**src/rtl/kfsdram_burst_bridge.sv**
```systemverilog
// Host-side burst adapter for the KFSDRAM controller: buffers one write burst, issues fixed-length
// bursts, collects read data. Optional watchdog abort enabled by defining KFSDRAM_BRIDGE_TIMEOUT_EN.
//   state   | meaning
//   B_IDLE  | waiting for a host command; buffers fill/drain freely
//   B_REQ   | request held until controller reports idle
//   B_WRITE | controller consuming write buffer on write_flag
//   B_READ  | controller filling read buffer on read_flag
module kfsdram_burst_bridge #(
  parameter int          COL_WIDTH  = 10,
  parameter int          ROW_WIDTH  = 13,
  parameter int          BANK_WIDTH = 2,
  parameter int          DATA_WIDTH = 16,
  parameter int          BURST_LEN  = 8,
  parameter logic [15:0] TIMEOUT    = 16'd1024
) (
  input  logic                                     sdram_clock,
  input  logic                                     sdram_reset,
  input  logic                                     host_cmd_valid,
  output logic                                     host_cmd_ready,
  input  logic                                     host_cmd_write,
  input  logic [COL_WIDTH+ROW_WIDTH+BANK_WIDTH-1:0] host_cmd_address,
  input  logic [DATA_WIDTH-1:0]                    host_wdata,
  input  logic                                     host_wvalid,
  output logic                                     host_wready,
  output logic [DATA_WIDTH-1:0]                    host_rdata,
  output logic                                     host_rvalid,
  input  logic                                     host_rready,
  output logic                                     busy,
  output logic                                     bridge_error,
  output logic [COL_WIDTH+ROW_WIDTH+BANK_WIDTH-1:0] ctrl_address,
  output logic [COL_WIDTH-1:0]                     ctrl_access_num,
  output logic [DATA_WIDTH-1:0]                    ctrl_data_in,
  output logic                                     ctrl_write_request,
  output logic                                     ctrl_read_request,
  input  logic [DATA_WIDTH-1:0]                    ctrl_data_out,
  input  logic                                     ctrl_write_flag,
  input  logic                                     ctrl_read_flag,
  input  logic                                     ctrl_idle
);

  localparam int ADDR_W = COL_WIDTH + ROW_WIDTH + BANK_WIDTH;
  localparam int PTR_W  = (BURST_LEN > 1) ? $clog2(BURST_LEN) : 1;
  localparam int CNT_W  = $clog2(BURST_LEN + 1);
  localparam logic [ADDR_W-1:0] ALIGN_MASK = ~ADDR_W'(BURST_LEN - 1);
  localparam logic [CNT_W-1:0]  FULL       = CNT_W'(BURST_LEN);
  localparam logic [PTR_W-1:0]  PTR_LAST   = PTR_W'(BURST_LEN - 1);

  typedef enum logic [1:0] {B_IDLE, B_REQ, B_WRITE, B_READ} state_t;

  state_t              state_q, state_d;
  logic                write_q, write_d;
  logic [ADDR_W-1:0]   addr_q, addr_d;
  logic [CNT_W-1:0]    wcount_q, wcount_d, rcount_q, rcount_d, rbeat_q, rbeat_d;
  logic [PTR_W-1:0]    w_in_q, w_in_d, w_out_q, w_out_d, r_in_q, r_in_d, r_out_q, r_out_d;
  logic [DATA_WIDTH-1:0] wbuf [BURST_LEN];
  logic [DATA_WIDTH-1:0] rbuf [BURST_LEN];
  logic                w_push, w_pop, r_push, r_pop, cmd_fire;

  function automatic logic [PTR_W-1:0] ptr_inc(input logic [PTR_W-1:0] p);
    return (p == PTR_LAST) ? '0 : p + PTR_W'(1);
  endfunction

  assign busy               = state_q != B_IDLE;
  assign host_wready        = (wcount_q < FULL) && (state_q != B_WRITE);
  assign host_cmd_ready     = (state_q == B_IDLE) && (host_cmd_write ? (wcount_q == FULL) : (rcount_q == '0));
  assign host_rvalid        = rcount_q != '0;
  assign host_rdata         = host_rvalid ? rbuf[r_out_q] : '0;
  assign ctrl_data_in       = (state_q == B_WRITE) ? wbuf[w_out_q] : '0;
  assign ctrl_write_request = (state_q == B_REQ) && write_q;
  assign ctrl_read_request  = (state_q == B_REQ) && !write_q;
  assign ctrl_address       = addr_q;
  assign ctrl_access_num    = COL_WIDTH'(BURST_LEN);

  assign cmd_fire = host_cmd_valid && host_cmd_ready;
  assign w_push   = host_wvalid && host_wready;
  assign w_pop    = (state_q == B_WRITE) && ctrl_write_flag && (wcount_q != '0);
  // Beats past BURST_LEN are dropped even if the host drains concurrently.
  assign r_push   = (state_q == B_READ) && ctrl_read_flag && (rbeat_q < FULL);
  assign r_pop    = host_rvalid && host_rready;

`ifdef KFSDRAM_BRIDGE_TIMEOUT_EN
  logic [15:0] wd_q, wd_d;
  logic        err_q, err_d;
  assign bridge_error = err_q;
`else
  logic [15:0] unused_timeout;
  assign unused_timeout = TIMEOUT;
  assign bridge_error   = 1'b0;
`endif

  always_comb begin
    state_d  = state_q;
    write_d  = write_q;
    addr_d   = addr_q;
    wcount_d = wcount_q + CNT_W'(w_push) - CNT_W'(w_pop);
    rcount_d = rcount_q + CNT_W'(r_push) - CNT_W'(r_pop);
    rbeat_d  = r_push ? rbeat_q + CNT_W'(1) : rbeat_q;
    w_in_d   = w_push ? ptr_inc(w_in_q) : w_in_q;
    w_out_d  = w_pop ? ptr_inc(w_out_q) : w_out_q;
    r_in_d   = r_push ? ptr_inc(r_in_q) : r_in_q;
    r_out_d  = r_pop ? ptr_inc(r_out_q) : r_out_q;
    case (state_q)
      B_IDLE: if (cmd_fire) begin
        write_d = host_cmd_write;
        addr_d  = host_cmd_address & ALIGN_MASK;
        rbeat_d = '0;
        state_d = B_REQ;
      end
      B_REQ:   if (ctrl_idle) state_d = write_q ? B_WRITE : B_READ;
      B_WRITE: if (ctrl_idle) state_d = B_IDLE;
      B_READ:  if (ctrl_idle) state_d = B_IDLE;
      default: state_d = B_IDLE;
    endcase
`ifdef KFSDRAM_BRIDGE_TIMEOUT_EN
    err_d = 1'b0;
    wd_d  = (state_q == B_IDLE || state_d != state_q) ? '0 : wd_q + 16'd1;
    if (state_q != B_IDLE && wd_q == TIMEOUT - 16'd1) begin
      state_d  = B_IDLE;
      wcount_d = '0;
      rcount_d = '0;
      rbeat_d  = '0;
      w_in_d   = '0;
      w_out_d  = '0;
      r_in_d   = '0;
      r_out_d  = '0;
      wd_d     = '0;
      err_d    = 1'b1;
    end
`endif
  end

  always_ff @(posedge sdram_clock) begin
    if (!sdram_reset) begin
      state_q  <= B_IDLE;
      write_q  <= 1'b0;
      addr_q   <= '0;
      wcount_q <= '0;
      rcount_q <= '0;
      rbeat_q  <= '0;
      w_in_q   <= '0;
      w_out_q  <= '0;
      r_in_q   <= '0;
      r_out_q  <= '0;
`ifdef KFSDRAM_BRIDGE_TIMEOUT_EN
      wd_q     <= '0;
      err_q    <= 1'b0;
`endif
    end else begin
      state_q  <= state_d;
      write_q  <= write_d;
      addr_q   <= addr_d;
      wcount_q <= wcount_d;
      rcount_q <= rcount_d;
      rbeat_q  <= rbeat_d;
      w_in_q   <= w_in_d;
      w_out_q  <= w_out_d;
      r_in_q   <= r_in_d;
      r_out_q  <= r_out_d;
`ifdef KFSDRAM_BRIDGE_TIMEOUT_EN
      wd_q     <= wd_d;
      err_q    <= err_d;
`endif
    end
  end

  // Buffer storage carries no reset; contents are don't-care until written.
  always_ff @(posedge sdram_clock) begin
    if (w_push) wbuf[w_in_q] <= host_wdata;
    if (r_push) rbuf[r_in_q] <= ctrl_data_out;
  end

endmodule
```
**config.mk**
```make
export PLATFORM = sky130hd
export DESIGN_NAME = kfsdram_burst_bridge
export DESIGN_NICKNAME = d
export VERILOG_FILES = /design/src/rtl/kfsdram_burst_bridge.sv
export SDC_FILE = /design/constraint.sdc
export NUM_CORES = 1
export LEC_CHECK = 0
export ABC_CLOCK_PERIOD_IN_PS = 4040
export CORE_UTILIZATION = 45
export CTS_CLUSTER_DIAMETER = 30
export CTS_CLUSTER_SIZE = 12
export DETAILED_ROUTE_END_ITERATION = 8
export PLACE_DENSITY = 0.66
export SLEW_MARGIN = 15
export SYNTH_ARGS = -nofsm -noshare
export SYNTH_HDL_FRONTEND = slang
export SYNTH_SLANG_ARGS = --single-unit
```
**constraint.sdc**
```tcl
create_clock -name sdram_clock -period 4.04 [get_ports sdram_clock]
set_clock_uncertainty 0.15 [all_clocks]
set_input_delay 0.808 -clock sdram_clock [delete_from_list [all_inputs] [get_ports sdram_clock]]
set_output_delay 0.808 -clock sdram_clock [all_outputs]
set_load 0.005 [all_outputs]
```
# == Word level (Yosys, flattened, before mapping) ==
# Memory sizes are Yosys's and may differ from the RTL's. A register that Yosys moved wholly into a read port is not among the register bits.
# Cells that the tools add are included.
# Widths: inputs -> output; s select.
# word_totals
regBits,49
mem_bits_rw,256
input_bits,66
out_inout_bits,74
wordCells,78
memories,2
# classes
n_addsub,9
n_lt_le_gt_ge,2
n_eq_ne,12
n_mux,23
reduce_logical,20
# memory_table
name,words,word_bits,rd,rd_ports_with_merged_regs,write_ports,line,source
rbuf,8,16,1,1,1,56,logic [DATA_WIDTH-1:0] rbuf [BURST_LEN];
wbuf,8,16,1,1,1,55,logic [DATA_WIDTH-1:0] wbuf [BURST_LEN];
# ops
operator,count
$mux 16,2
$mux 3,8
$add 3x1->3 const B,4
$eq 3x3->1 const B,4
$mux 4,3
$logic_and 1x1->1,11
$add 4x1->4,2
$lt 4x4->1 const B,2
$reduce_bool 4->1,2
$sub 4x1->4,2
$mux 1,6
$mux 2,3
$ne 2x2->1 const B,3
$pmux 2 s3,1
$add 4x1->4 const B,1
$eq 2x2->1 const B,2
$eq 4x4->1 const B,1
$logic_not 4->1,1
$reduce_and 3->1,1
$eq 2x1->1 const B,1
$logic_not 2->1,1
$ne 2x1->1 const B,1
$reduce_and 2->1,1
$reduce_bool 2->1,1
2 further kinds,2

# == Longest topological paths before layout ==
# logic_depth
ltp_word,6
ltp_mapped,10
mapped_depth_nobuf,10

# == Least setup slack after synthesis ==
# Ideal clock, no wire load.
# synth_timing
path_kind,input-to-reg
start,input ctrl_read_flag
end,memory rbuf[0][0] (enable)
setup_ps,430
t_arrival_ps,2709
required_time_ps,3460
slack_ps,750
stages,3
n_path_buf,1
cell_sequence,nand4b_1 > clkbuf_1 > nor4_1
# synth_between
elab_chain_cells,4
# synth_rtl
element,line,source
"start, declared",37,"input logic ctrl_read_flag,"
$logic_and 1x1->1 (2 in a row),78,assign r_push = (state_q == B_READ) && ctrl_read_flag && (rbeat_q < FULL);
$mux 1,169,if (r_push) rbuf[r_in_q] <= ctrl_data_out;
$mux 1 (implied by the code),169,
"end, declared",56,
# Every way passes these cells.

# == Worst setup path in the final report ==
# layout_timing
start,register rcount_q[2]
end,output host_rdata[9]
# layout_between
elab_chain_cells,2
# layout_rtl
element,line,source
"start, declared",53,"logic [CNT_W-1:0] wcount_q, wcount_d, rcount_q, rcount_d, rbeat_q, rbeat_d;"
"start signal, assigned",153,rcount_q <= rcount_d;
$reduce_bool 4->1,66,assign host_rvalid = rcount_q != '0;
$mux 16,67,assign host_rdata = host_rvalid ? rbuf[r_out_q] : '0;
"end, declared",25,"output logic [DATA_WIDTH-1:0] host_rdata,"
# Every way passes these cells.

==> impl_results.md <==
- Post-synth top area cell: edfxtp_1
- TNS Setup: 0 ps
- CTS max path bufs: 3
- Layout Cells excl Fill: around 1300
- Via Count: 6754
- Number of enable flip-flop cells after synthesis: around 260
- YS warnings: 0
- Cell variety after synth: 48
- Starting DRT DRC Count: roughly 450
- First-pass GRT wire length: 40000 µm
- Syn_area_per_cell: roughly 18 µm²
- Area Overhead vs Synth: 31.9%
- Crit-path max cell delay: between 400 and 500 ps
- Synth top area cells: edfxtp_1 63%, mux4_2 12%, dfxtp_1 9.0%
- Final worst-path cycle share: 92.9%
- Slowest-stage cell, CP: clkdlybuf4s50_1
- Worst setup SP type: flop
- Failing checks: design-rule violations
- Root buf cell: clkbuf_16
- Worst VDD drop: ~390 µV
- Leakage power: ~5.5 nW
- Worst-Margin Slew: about 540 ps
- RSZ-0062 raised after global routing: false
- FFs w/ async S/R, synth: 0%
- Clock slew at reported path FFs: ~40 ps
- Status: complete, but fails checks
- Via/cell ratio: 5.39
- Critical Path RT: around 3100 ps
- Total GRT Usage: a little under a fifth
- Hold Path Class: flop to flop
- Crit. End Element: primary output
- Io pins: 140
- Commonest cells after routing, fill and taps aside: 256 x edfxtp_1, 121 x clkdlybuf4s50_1, 64 x mux4_2
- Slew Limit Fails: 0
- Worst setup path class: flop to primary output
- Die footprint: between 20000 and 30000 µm²
- Register area share after synthesis: a little under three quarters
- Critical path peak fanout: 16
- Register area: between 8000 and 9000 µm²
- Setup violators final: 0
- Hold Buf Count CTS: 0
- Routed WL per cell: 20.6 µm
- Post-CTS Setup Bufs: 0
- Placed wire-length estimate: about 15000 µm
- Die Span Y: 167 µm
- Clock sinks: 311
- Inst Count DP: ~1100
- DRC: 1
- Input/output buffers: roughly 120
- Worst R2R Setup Slack: ~1500 ps
- Area share of the largest cell type after synthesis: a little over three fifths
- Crit path buf inv count: 4
- Commonest register cell after synthesis: edfxtp_1
- Multi-input gate area: 3250 µm²
- Vias in the first global route: 7401
- N_diodes: 0
- CTS Buf Count: 61
- CTS H-tree lvls: 2
- Max-cap violations: 0
- DRT antenna net count: 0
- Global route overflow: 0
- Core Area: between 20000 and 30000 µm²
- PwrDens: between 600 and 700 nW/µm²
- Hold Fails Final Rpt: 0
- Drt first pass iters: 6
- Min cycle time layout: around 3800 ps
- # rows: 60
- Fill cell count: 1960
- Resized Gates After CTS: 0
- Max Clock Freq: approximately 0.27 GHz
- CP Data Arrival Time: about 2800 ps
- Initial antenna violation count: 0
- Die extent in x: 167 µm
- Final worst slack: roughly 290 ps
- CTS tree: built
- Hold Slack: just over 300 ps
- Initial Util: a little under half
- Mapped Area: approximately 12000 µm²
- Yosys reg bits: about 310
- Post-Route WL: around 26000 µm
- Commonest non-fill, non-tap cell in the layout: edfxtp_1
- Final GP Congestion: around 0.74
- Gate Count Post-Synth: approximately 680
- Clock Latency Late Sink: approximately 580 ps
- Layout cells sized above 1: between 20% and 30%
- Largest net degree at the start of global routing: 40
- Final nets: approximately 950
- Kind of cell adding the most delay to the critical path: buffers and inverters
- Rel. slew slack: 64.1%
- CP cell instances: inv_1 -> ha_1 -> nor3b_2 -> inv_2 -> and2_1 -> buf_4 -> a22o_1 -> clkdlybuf4s50_1
- Pre-CTS setup slack: 528 ps
==> power breakdown <==
| group | switching [mW] | total [mW] | internal (mW) |
|---|---|---|---|
| Sequential | 0.113 | 3.74 | 3.63 |
| Combinational | 0.679 | 1.51 | 0.831 |
| Clock | 1.70 | 5.26 | 3.56 |
==> routing by layer <==
metal	part of all wire (%)	up-vias	GRT usage (%)
met3	5.5	38	3.99
met1	40	3442	22.1
met2	53	219	34.2
met4	1.6	0	6.10
met5	0	-	0
li1	-	3055	-
==> cell usage after synthesis (2+ instances only) <==
cell type  instances
buf_1              5
mux2i_1           26
nand4_1            6
buf_2              9
nor3_1            11
a21oi_1           21
edfxtp_1         256
and2_1             6
inv_2              3
dfxtp_1           55
nand2b_1           7
nand3_1            4
fa_1               2
nand4b_1           2
nor2_1            13
buf_6              2
nor3b_1            2
nand3b_1           2
clkbuf_1          17
buf_4             14
buf_12             2
xnor2_1            3
ha_1              18
nand2_1           58
o31ai_1            3
nor4_1             2
mux4_2            64
nor2b_1            2
or4_1              2
conb_1             2
a21o_1             2
o21ai_0            8
inv_1              8
a22o_1            32
or3_1              2
==> sequential cells by signal, indices dropped and copies added, names as in the netlist, named ones only <==
signal / count
w_in_q: 3
r_out_q: 3
r_in_q: 3
write_q: 1
wbuf: 128
w_out_q: 3
rbeat_q: 4
rcount_q: 4
state_q: 2
rbuf: 128
wcount_q: 4
ctrl_address: 22
==> stage by stage <==
stage | utilization, % | total power, mW | cell area, µm²
final | 60.2 | 10.5 | 16200
after global routing | 60.2 | 10.9 | 16200
after CTS | 60.2 | 10.6 | 16200
after detailed placement | 52.0 | 5.32 | 14000
after global placement | 52.0 | 5.26 | 14000
after floorplan | - | 4.65 | 12300
==> cell type report <==
cell class | count | area share [%]
clock inverters | 47 | 3.89
multi-input cells | 324 | 20.1
well taps | 341 | 2.64
clock buffers | 69 | 9.86
inverters | 12 | 0.278
flip-flops and latches | 311 | 54.3
repair buffers | 150 | 8.96
==> path summary, 6_finish.rpt <==
| kind | from | to | cells after the start |
|---|---|---|---|
| max | rcount_q[2]$_SDFF_PN0_ | host_rdata[9] | 8 |
| min | ctrl_address[14]$_SDFFE_PN0P_ | ctrl_address[14]$_SDFFE_PN0P_ | 2 |
| max reg2reg | wcount_q[3]$_SDFF_PN0_ | wcount_q[2]$_SDFF_PN0_ | 9 |
| min reg2reg | ctrl_address[14]$_SDFFE_PN0P_ | ctrl_address[14]$_SDFFE_PN0P_ | 2 |
==> worst register-to-register path, delay by kind of cell, from the launching register on <==
family	cells	cell delay, ps
xor+xnor	1	170
buf+inv	1	200
fa+ha+maj	3	820
simple gates	4	710
flops	1	360
==> logic make-up (layout without fill, tap and decap cells) <==
group / count (synthesis) / after routing / synth area share, %
flops: 311 / 311 / 71.6
other cells: 2 / 14 / 0.0612
buf+inv: 61 / 278 / 2.77
xor+xnor: 3 / 3 / 0.214
mux: 91 / 91 / 14.0
simple gates: 126 / 126 / 5.17
compound gates: 70 / 70 / 4.08
fa+ha+maj: 20 / 20 / 2.16
Note: power is estimated with default switching activity, not from simulation.
